$ cat src/rtl/bcd_scan_display.sv
// Multiplexed seven-segment BCD display driver: shadow-registered digits, time-sliced
// digit scan, leading-zero blanking, frame-synchronous blinking and registered outputs.
module bcd_scan_display #(
    parameter int NUM_DIGITS     = 4,
    parameter int SCAN_DIV       = 1000,
    parameter int BLINK_FRAMES   = 64,
    parameter int SEG_ACTIVE_LOW = 0,
    parameter int BLANK_LZ       = 1
) (
    input  logic                    clk,
    input  logic                    rst,
    input  logic [4*NUM_DIGITS-1:0] bcd_in,
    input  logic [NUM_DIGITS-1:0]   dp_in,
    input  logic                    load,
    input  logic                    blink_en,
    output logic [7:1]              seven,
    output logic                    dp,
    output logic [NUM_DIGITS-1:0]   digit_en,
    output logic                    frame_done
);

    localparam int IW = (NUM_DIGITS > 1) ? $clog2(NUM_DIGITS) : 1;
    localparam int PW = $clog2(SCAN_DIV);
    localparam int FW = (BLINK_FRAMES > 1) ? $clog2(BLINK_FRAMES) : 1;

    localparam logic [PW-1:0] PRESC_LAST = PW'(SCAN_DIV - 1);
    localparam logic [IW-1:0] IDX_LAST   = IW'(NUM_DIGITS - 1);
    localparam logic [FW-1:0] FRAME_LAST = FW'(BLINK_FRAMES - 1);
    // Inactive output levels; XOR with these converts the active-high view at the register.
    localparam logic [6:0] SEG_OFF = (SEG_ACTIVE_LOW != 0) ? 7'h7F : 7'h00;
    localparam logic       DP_OFF  = (SEG_ACTIVE_LOW != 0) ? 1'b1 : 1'b0;

    // Active-high segment pattern, bit 6 = g down to bit 0 = a; non-BCD codes are blank.
    function automatic logic [6:0] seg_decode(input logic [3:0] value);
        logic [6:0] seg;
        case (value)
            4'd0:    seg = 7'b0111111;
            4'd1:    seg = 7'b0000110;
            4'd2:    seg = 7'b1011011;
            4'd3:    seg = 7'b1001111;
            4'd4:    seg = 7'b1100110;
            4'd5:    seg = 7'b1101101;
            4'd6:    seg = 7'b1111101;
            4'd7:    seg = 7'b0000111;
            4'd8:    seg = 7'b1111111;
            4'd9:    seg = 7'b1101111;
            default: seg = 7'b0000000;
        endcase
        return seg;
    endfunction

    logic [4*NUM_DIGITS-1:0] bcd_q, bcd_d;
    logic [NUM_DIGITS-1:0]   dpr_q, dpr_d;
    logic [PW-1:0]           presc_q, presc_d;
    logic [IW-1:0]           idx_q, idx_d;
    logic [FW-1:0]           frame_cnt_q, frame_cnt_d;
    logic                    blink_on_q, blink_on_d;
    logic [6:0]              seven_q, seven_d;
    logic                    dp_q, dp_d;
    logic [NUM_DIGITS-1:0]   digit_en_q, digit_en_d;
    logic                    frame_done_q, frame_done_d;

    logic                    presc_wrap_s;
    logic                    frame_evt_s;
    logic                    show_s;
    logic                    upper_zero_s;
    logic [3:0]              cur_digit_s;
    logic                    cur_dp_s;
    logic                    cur_blank_s;
    logic [NUM_DIGITS-1:0]   onehot_s;

    // Next-state: shadow capture, prescaler, digit index and blink phase.
    always_comb begin
        bcd_d        = load ? bcd_in : bcd_q;
        dpr_d        = load ? dp_in  : dpr_q;
        presc_wrap_s = (presc_q == PRESC_LAST);
        frame_evt_s  = presc_wrap_s && (idx_q == IDX_LAST);
        presc_d      = presc_wrap_s ? '0 : presc_q + PW'(1);
        idx_d        = idx_q;
        frame_cnt_d  = frame_cnt_q;
        blink_on_d   = blink_on_q;
        if (presc_wrap_s) begin
            idx_d = (idx_q == IDX_LAST) ? '0 : idx_q + IW'(1);
        end else begin
            idx_d = idx_q;
        end
        if (!blink_en) begin
            frame_cnt_d = '0;
            blink_on_d  = 1'b1;
        end else if (frame_evt_s) begin
            if (frame_cnt_q == FRAME_LAST) begin
                frame_cnt_d = '0;
                blink_on_d  = !blink_on_q;
            end else begin
                frame_cnt_d = frame_cnt_q + FW'(1);
            end
        end else begin
            frame_cnt_d = frame_cnt_q;
        end
    end

    // Output next-state: select the active digit and apply blanking, blink and polarity.
    always_comb begin
        upper_zero_s = 1'b1;
        cur_digit_s  = 4'd0;
        cur_dp_s     = 1'b0;
        cur_blank_s  = 1'b0;
        onehot_s     = '0;
        // Walk from the most significant digit so upper_zero_s covers digit i and above.
        for (int i = NUM_DIGITS - 1; i >= 0; i--) begin
            upper_zero_s = upper_zero_s && (bcd_q[4*i +: 4] == 4'd0);
            onehot_s[i]  = (idx_q == IW'(i));
            if (idx_q == IW'(i)) begin
                cur_digit_s = bcd_q[4*i +: 4];
                cur_dp_s    = dpr_q[i];
                cur_blank_s = (BLANK_LZ != 0) && (i != 0) && upper_zero_s;
            end else begin
                cur_digit_s = cur_digit_s;
            end
        end
        show_s       = !(blink_en && !blink_on_q);
        seven_d      = ((show_s && !cur_blank_s) ? seg_decode(cur_digit_s) : 7'd0) ^ SEG_OFF;
        dp_d         = (show_s && cur_dp_s) ^ DP_OFF;
        digit_en_d   = show_s ? onehot_s : '0;
        frame_done_d = frame_evt_s;
    end

    // State and output registers with synchronous reset taking priority over everything.
    always_ff @(posedge clk) begin
        if (rst) begin
            bcd_q        <= '0;
            dpr_q        <= '0;
            presc_q      <= '0;
            idx_q        <= '0;
            frame_cnt_q  <= '0;
            blink_on_q   <= 1'b1;
            seven_q      <= SEG_OFF;
            dp_q         <= DP_OFF;
            digit_en_q   <= '0;
            frame_done_q <= 1'b0;
        end else begin
            bcd_q        <= bcd_d;
            dpr_q        <= dpr_d;
            presc_q      <= presc_d;
            idx_q        <= idx_d;
            frame_cnt_q  <= frame_cnt_d;
            blink_on_q   <= blink_on_d;
            seven_q      <= seven_d;
            dp_q         <= dp_d;
            digit_en_q   <= digit_en_d;
            frame_done_q <= frame_done_d;
        end
    end

    assign seven      = seven_q;
    assign dp         = dp_q;
    assign digit_en   = digit_en_q;
    assign frame_done = frame_done_q;

endmodule
$ cat config.mk
export PLATFORM = sky130hd
export DESIGN_NAME = bcd_scan_display
export DESIGN_NICKNAME = d
export VERILOG_FILES = /design/src/rtl/bcd_scan_display.sv
export SDC_FILE = /design/constraint.sdc
export NUM_CORES = 1
export LEC_CHECK = 0
export ABC_AREA = 0
export CELL_PAD_IN_SITES_DETAIL_PLACEMENT = 0
export CELL_PAD_IN_SITES_GLOBAL_PLACEMENT = 1
export CORE_UTILIZATION = 35
export CTS_CLUSTER_SIZE = 16
export DETAILED_ROUTE_END_ITERATION = 6
export PLACE_DENSITY = 0.78
export SYNTH_ARGS = -nofsm -noshare
export SYNTH_HDL_FRONTEND = slang
export SYNTH_SLANG_ARGS = --single-unit
$ cat constraint.sdc
create_clock -name clk -period 2.8 [get_ports clk]
set_input_delay 0.42 -clock clk [delete_from_list [all_inputs] [get_ports clk]]
set_output_delay 0.42 -clock clk [all_outputs]
set_load 0.1 [all_outputs]
# Yosys cells after proc, flatten, opt, wreduce, memory -nomap -nowiden
# Memories as Yosys holds them, arrays and structs flattened. A register that Yosys moved wholly into a read port is not among the register bits.
# Cells that the tools add are included.
dict set report totals {
  register_bits 45
  latchBits 0
  ramBits 0
  rom_bits 112
  inputBits 24
  n_memories 1
}
# name words width rd rd_clocked_by_memory_dff write_ports line_no
set mem_list {}
lappend mem_list {{(no name shown)} 16 7 1 1 0 36} ;# case (value)
dict set report op_classes {
  add_sub_neg 3
  multipliers 0
  n_div 0
  order_cmp 0
  eq_ne 5
  n_shift 0
  muxes 14
  bitwise 2
  reduce_logical 18
}
# operator count
set op_table {}
lappend op_table {{2-to-1 mux 4 bit} 4}
lappend op_table {{logical NOT 4 bit} 3}
lappend op_table {{adder 10 x 1 -> 10 bit (second input constant)} 1}
lappend op_table {{== test 10 bit (second input constant)} 1}
lappend op_table {{2-to-1 mux 1 bit} 8}
lappend op_table {{OR reduction 2 bit} 4}
lappend op_table {{adder 6 x 1 -> 6 bit (second input constant)} 1}
lappend op_table {{== test 6 bit (second input constant)} 1}
lappend op_table {{logical AND 1 bit} 6}
lappend op_table {{2-to-1 mux 6 bit} 1}
lappend op_table {{== test 2 bit (second input constant)} 2}
lappend op_table {{logical NOT 1 bit} 3}
lappend op_table {{adder 2 x 1 -> 2 bit (second input constant)} 1}
lappend op_table {{== test 2 x 1 -> 1 bit (second input constant)} 1}
lappend op_table {{logical NOT 2 bit} 1}
lappend op_table {{2-to-1 mux 2 bit} 1}
lappend op_table {{inverter 1 bit} 2}
lappend op_table {{AND reduction 2 bit} 1}

# Depth between registers and ports, before layout
dict set report logic_depth {
  word_depth 9
  mapped_depth 10
  ltp_nobuf 10
}

# Worst setup path before layout
# Ideal clock, no wire load.
dict set report synth_timing {
  path_type {register to register}
  from {register idx_q[0]}
  to {register seven_q[5] (netlist: seven[6])}
  t_arrival_ns 2.027
  t_required_ns 2.661
  path_slack_ns 0.634
  stages_incl_launch_ff 11
  path_buffers 1
  period_less_slack_ns 2.166
  cell_sequence {dfxtp_1 > inv_1 > ha_1 > buf_2 > nand3b_1 > a221oi_1 > inv_1 > ha_1 > nor2b_1 > o21ai_0 > a21oi_1}
}
dict set report synth_between {
  elab_cells_between_ends 16
  classes_between {3 x eq/ne; 8 x mux; 1 x bitwise; 4 x reduce/logical}
}
# element line_no
set synth_lines {}
lappend synth_lines {{from (decl)} 55} ;# logic [IW-1:0] idx_q, idx_d;
lappend synth_lines {{from (signal assigned)} 145} ;# idx_q <= idx_d;
lappend synth_lines {{== test 2 bit *} n/a}
lappend synth_lines {{named net onehot_s[2]} 70} ;# logic [NUM_DIGITS-1:0] onehot_s;
lappend synth_lines {{2-to-1 mux 1 bit (3 in a row)} 113} ;# if (idx_q == IW'(i)) begin
lappend synth_lines {{logical NOT 1 bit} 122} ;# seven_d = ((show_s && !cur_blank_s) ? seg_decode(cur_digit_s) : 7'd0) ^ SEG_OFF;
lappend synth_lines {{logical AND 1 bit} 122}
lappend synth_lines {{inverter 1 bit (no source line)} n/a}
lappend synth_lines {{OR reduction 2 bit (no source line)} n/a}
lappend synth_lines {{to (decl)} 58} ;# logic [6:0] seven_q, seven_d;
# Mark *: on every way through the listed nets, which the timed path passes. The rest lies on a longest branch.
# A chain may end at the register's enable or synchronous reset.

# Worst setup path in the final report
# Same ends and word-level chain as after synthesis.

==> impl_metrics.yaml <==
global_routing:
  grt_util_all_layers_pct: 14.01
  grt_max_degree: 21
  grt_pass1_vias: 1738
  antenna_found_initial: 0
  grt_pass1_wl_um: 8073
  overflow: 0
floorplan:
  die-area_sq_um: 7221
  io-pin-count: 37
  placementRows: 29
  die_h_um: 84.98
  die_w_um: 84.98
  core_area_sq_um: 6495
  start_util_pct: 37.10
route:
  wl_met1_um: 2495
  first_iter_violations: 74
  vias_per_cell: 4.787
  drc_errors: 7
  first_pass_iters: 6
  ant_nets: 0
  drt-wirelength-per-cell_um: 12.53
  wirelength_um: 4711
  wl_met3_um: 201
  num_vias: 1800
  dr.max_layer_used: "met4"
  route.met2.wl_um: 1962
power:
  cellLeakagePower_nw: 1.154
  swShare_pct: 27.39
  power_density_nw_per_um2: 503.8
  sequentialPowerShare_pct: 54.0
  ir_worst_vdd_mv: 0.2269
  p_switching_w: 0.0004005
  pwr-share-clk_pct: 29.7
  pwr-share-comb_pct: 16.3
  p_int_w: 0.001062
cts:
  root_buffer: "clkbuf_8"
  clock_sinks: 52
  numCtsBuffers: 5
  cts_tree: "yes"
  clkLatencyLatePin_ns: 0.30
  cts_buffer_depth: 2
  post_cts_buffers: 0
  htreeDepth: 2
  clkTransAtPathRegs_ns: 0.09
synth:
  syn_inst: 262
  synth_edf_count: 0
  synth_warnings: 0
  synth.distinct_cells: 40
  synth_area_per_cell_sq_um: 9.198
  ys_seq_area_share_pct: 43.20
  synthesis.area_sq_um: 2410
  async_flop_share_pct: 0
  ys_seq_elements: 52
  synthesis.nets: 298
  yosys.area.top_type: "dfxtp_1"
  synth.most_common_cell: "dfxtp_1"
  netlist_top_cells_count: "dfxtp_1 (52), nor2_1 (43), mux2i_1 (23)"
  yosys-top-cells-area: "dfxtp_1 (43%), mux2i_1 (9.6%), nor2_1 (6.7%)"
  yosys.area.top_type_share_pct: 43.20
  ys.flop_type: "dfxtp_1"
layout:
  area_delta_synth_final_pct: 20.46
  utilization_pct: 44.69
  n_antenna_cell: 0
  final_layout_size_suffix_gt1_share_pct: 10.70
  final_nets: 334
timing:
  slew_headroom_pct: 48.51
  fin_crit_ns: 2.411
  setup_violations: 0
  finalMaxSlewViolations: 0
  setup_tns_ns: 0
  hold_violations: 0
  fin_crit_sh_pct: 86.10
  fin_skew_ns: 0.007068
  max_slew.worst_pin.slew_ns: 0.7724
  rsz0062_at_grt: "false"
  max_freq_mhz: 414.8
placed_design:
  hpwl_um: 3482
  portBuffers: 36
  place.gp.congestion: 0.7935
outcome:
  outcome: "complete, but fails checks"
  violations: "DRC"
critical_path:
  slowest_stage: "a221oi_1"
  crit_type: "reg2reg"
  critPathCaptureType: "register"
  crit_arrival_ns: 2.58
  regToRegStartpoint: "idx_q[0]"
  slowest_delay_ns: 0.43
  crit_start: "idx_q[0]"
  crit_chain: "inv_1, ha_1, nand3b_1, a221oi_1, inv_1, ha_1, nor2b_1, o21ai_0, a21oi_1"
  worst-endpoint-required_ns: 2.97
  startpoint_type: "register"
  worstPathMaxFanout: 13
hold_path:
  hp-class: "reg2reg"
  min_from: "presc_q[0]"
job:
  drv_cap: 0
## registers in the layout, indices dropped and copies added (netlist names)
name         cells
blink_on_q       1
bcd_q           16
idx_q            2
dpr_q            4
dp               1
frame_cnt_q      6
frame_done       1
seven            7
digit_en         4
presc_q         10
## timing repair
action	in CTS	in global routing
setup endpoints to repair	0	2
gates resized for setup	0	1
hold buffers	0	0
## cells in the final DEF, fill, tap and decap left out, types with 7 or more instances in the layout
master and n:
mux2i_1 23, ha_1 11, buf_4 17, nand2_1 13, dfxtp_1 52, a21oi_1 13
clkdlybuf4s50_1 23, nor2_1 43, o21ai_0 9, inv_1 9, and2_1 7
## layout make-up
class	instances	area, sq um
Sequential cell	52	1041
Fill cell	635	3592
Clock inverter	1	7.507
Timing Repair Buffer	40	357.8
Clock buffer	7	86.33
Inverter	9	33.78
Multi-Input combinational cell	190	1280
Tap cell	77	96.34
## worst max-delay path: cells and delay by family (launching register included)
kind	cells	cell delay [ns]
and+or+nand+nor	2	0.33
adders and majority gates	2	0.57
buffers and inverters	2	0.29
DFF	1	0.40
AOI/OAI and AO/OA	3	0.69
## per-stage QoR
step / cell area [sq um] / power (W) / std cells / setup WS [ns] / hold WS [ns]
3_5_place_dp: 2806 / 0.001047 / 368 / 0.3634 / 0.4550
3_3_place_gp: 2806 / 0.001045 / 368 / 0.4185 / 0.4448
2_1_floorplan: 2410 / 0.0009709 / 262 / 0.6338 / 0.4297
4_1_cts: 2900 / 0.001483 / 376 / 0.3394 / 0.4785
5_1_grt: 2903 / 0.001539 / 376 / 0.03473 / 0.4923
6_report: 2903 / 0.001462 / 376 / 0.3891 / 0.4672
## cells by family (layout without fill, tap and decap cells)
| logic type | count (synthesis) | count (layout) | share of synthesized area [%] |
|---|---|---|---|
| AOI/OAI and AO/OA | 36 | 36 | 10.44 |
| and+or+nand+nor | 109 | 109 | 23.16 |
| xor gates and xnor gates | 10 | 10 | 3.634 |
| adders and majority gates | 12 | 12 | 6.230 |
| buffers and inverters | 20 | 57 | 3.790 |
| DFF | 52 | 52 | 43.20 |
| muxes | 23 | 23 | 9.553 |
## per-layer routing
layer / up-vias / GRT usage (%)
met3: 5 / 3.696
met1: 789 / 19.19
li1: 973 / -
met5: - / 0
met2: 33 / 21.63
met4: 0 / 4.160
## power by group through the flow
stage                     clock network, W  registers [W]   logic, W
final                             0.000434       0.000790   0.000238
after global routing              0.000487       0.000795   0.000256
after CTS                         0.000453       0.000791   0.000240
after detailed placement                 0       0.000808   0.000239
after global placement                   0       0.000807   0.000238
after floorplan                          0       0.000883  0.0000877
## path summary, 6_finish.rpt
| kind | end | cells after the start | slack, ns |
|---|---|---|---|
| hold reg to reg | presc_q[0] | 1 | 0.47 |
| setup / recovery | seven[6] | 9 | 0.39 |
| hold / removal | presc_q[0] | 1 | 0.47 |
| setup reg to reg | seven[6] | 9 | 0.39 |
Note: power is estimated with default switching activity, not from simulation.
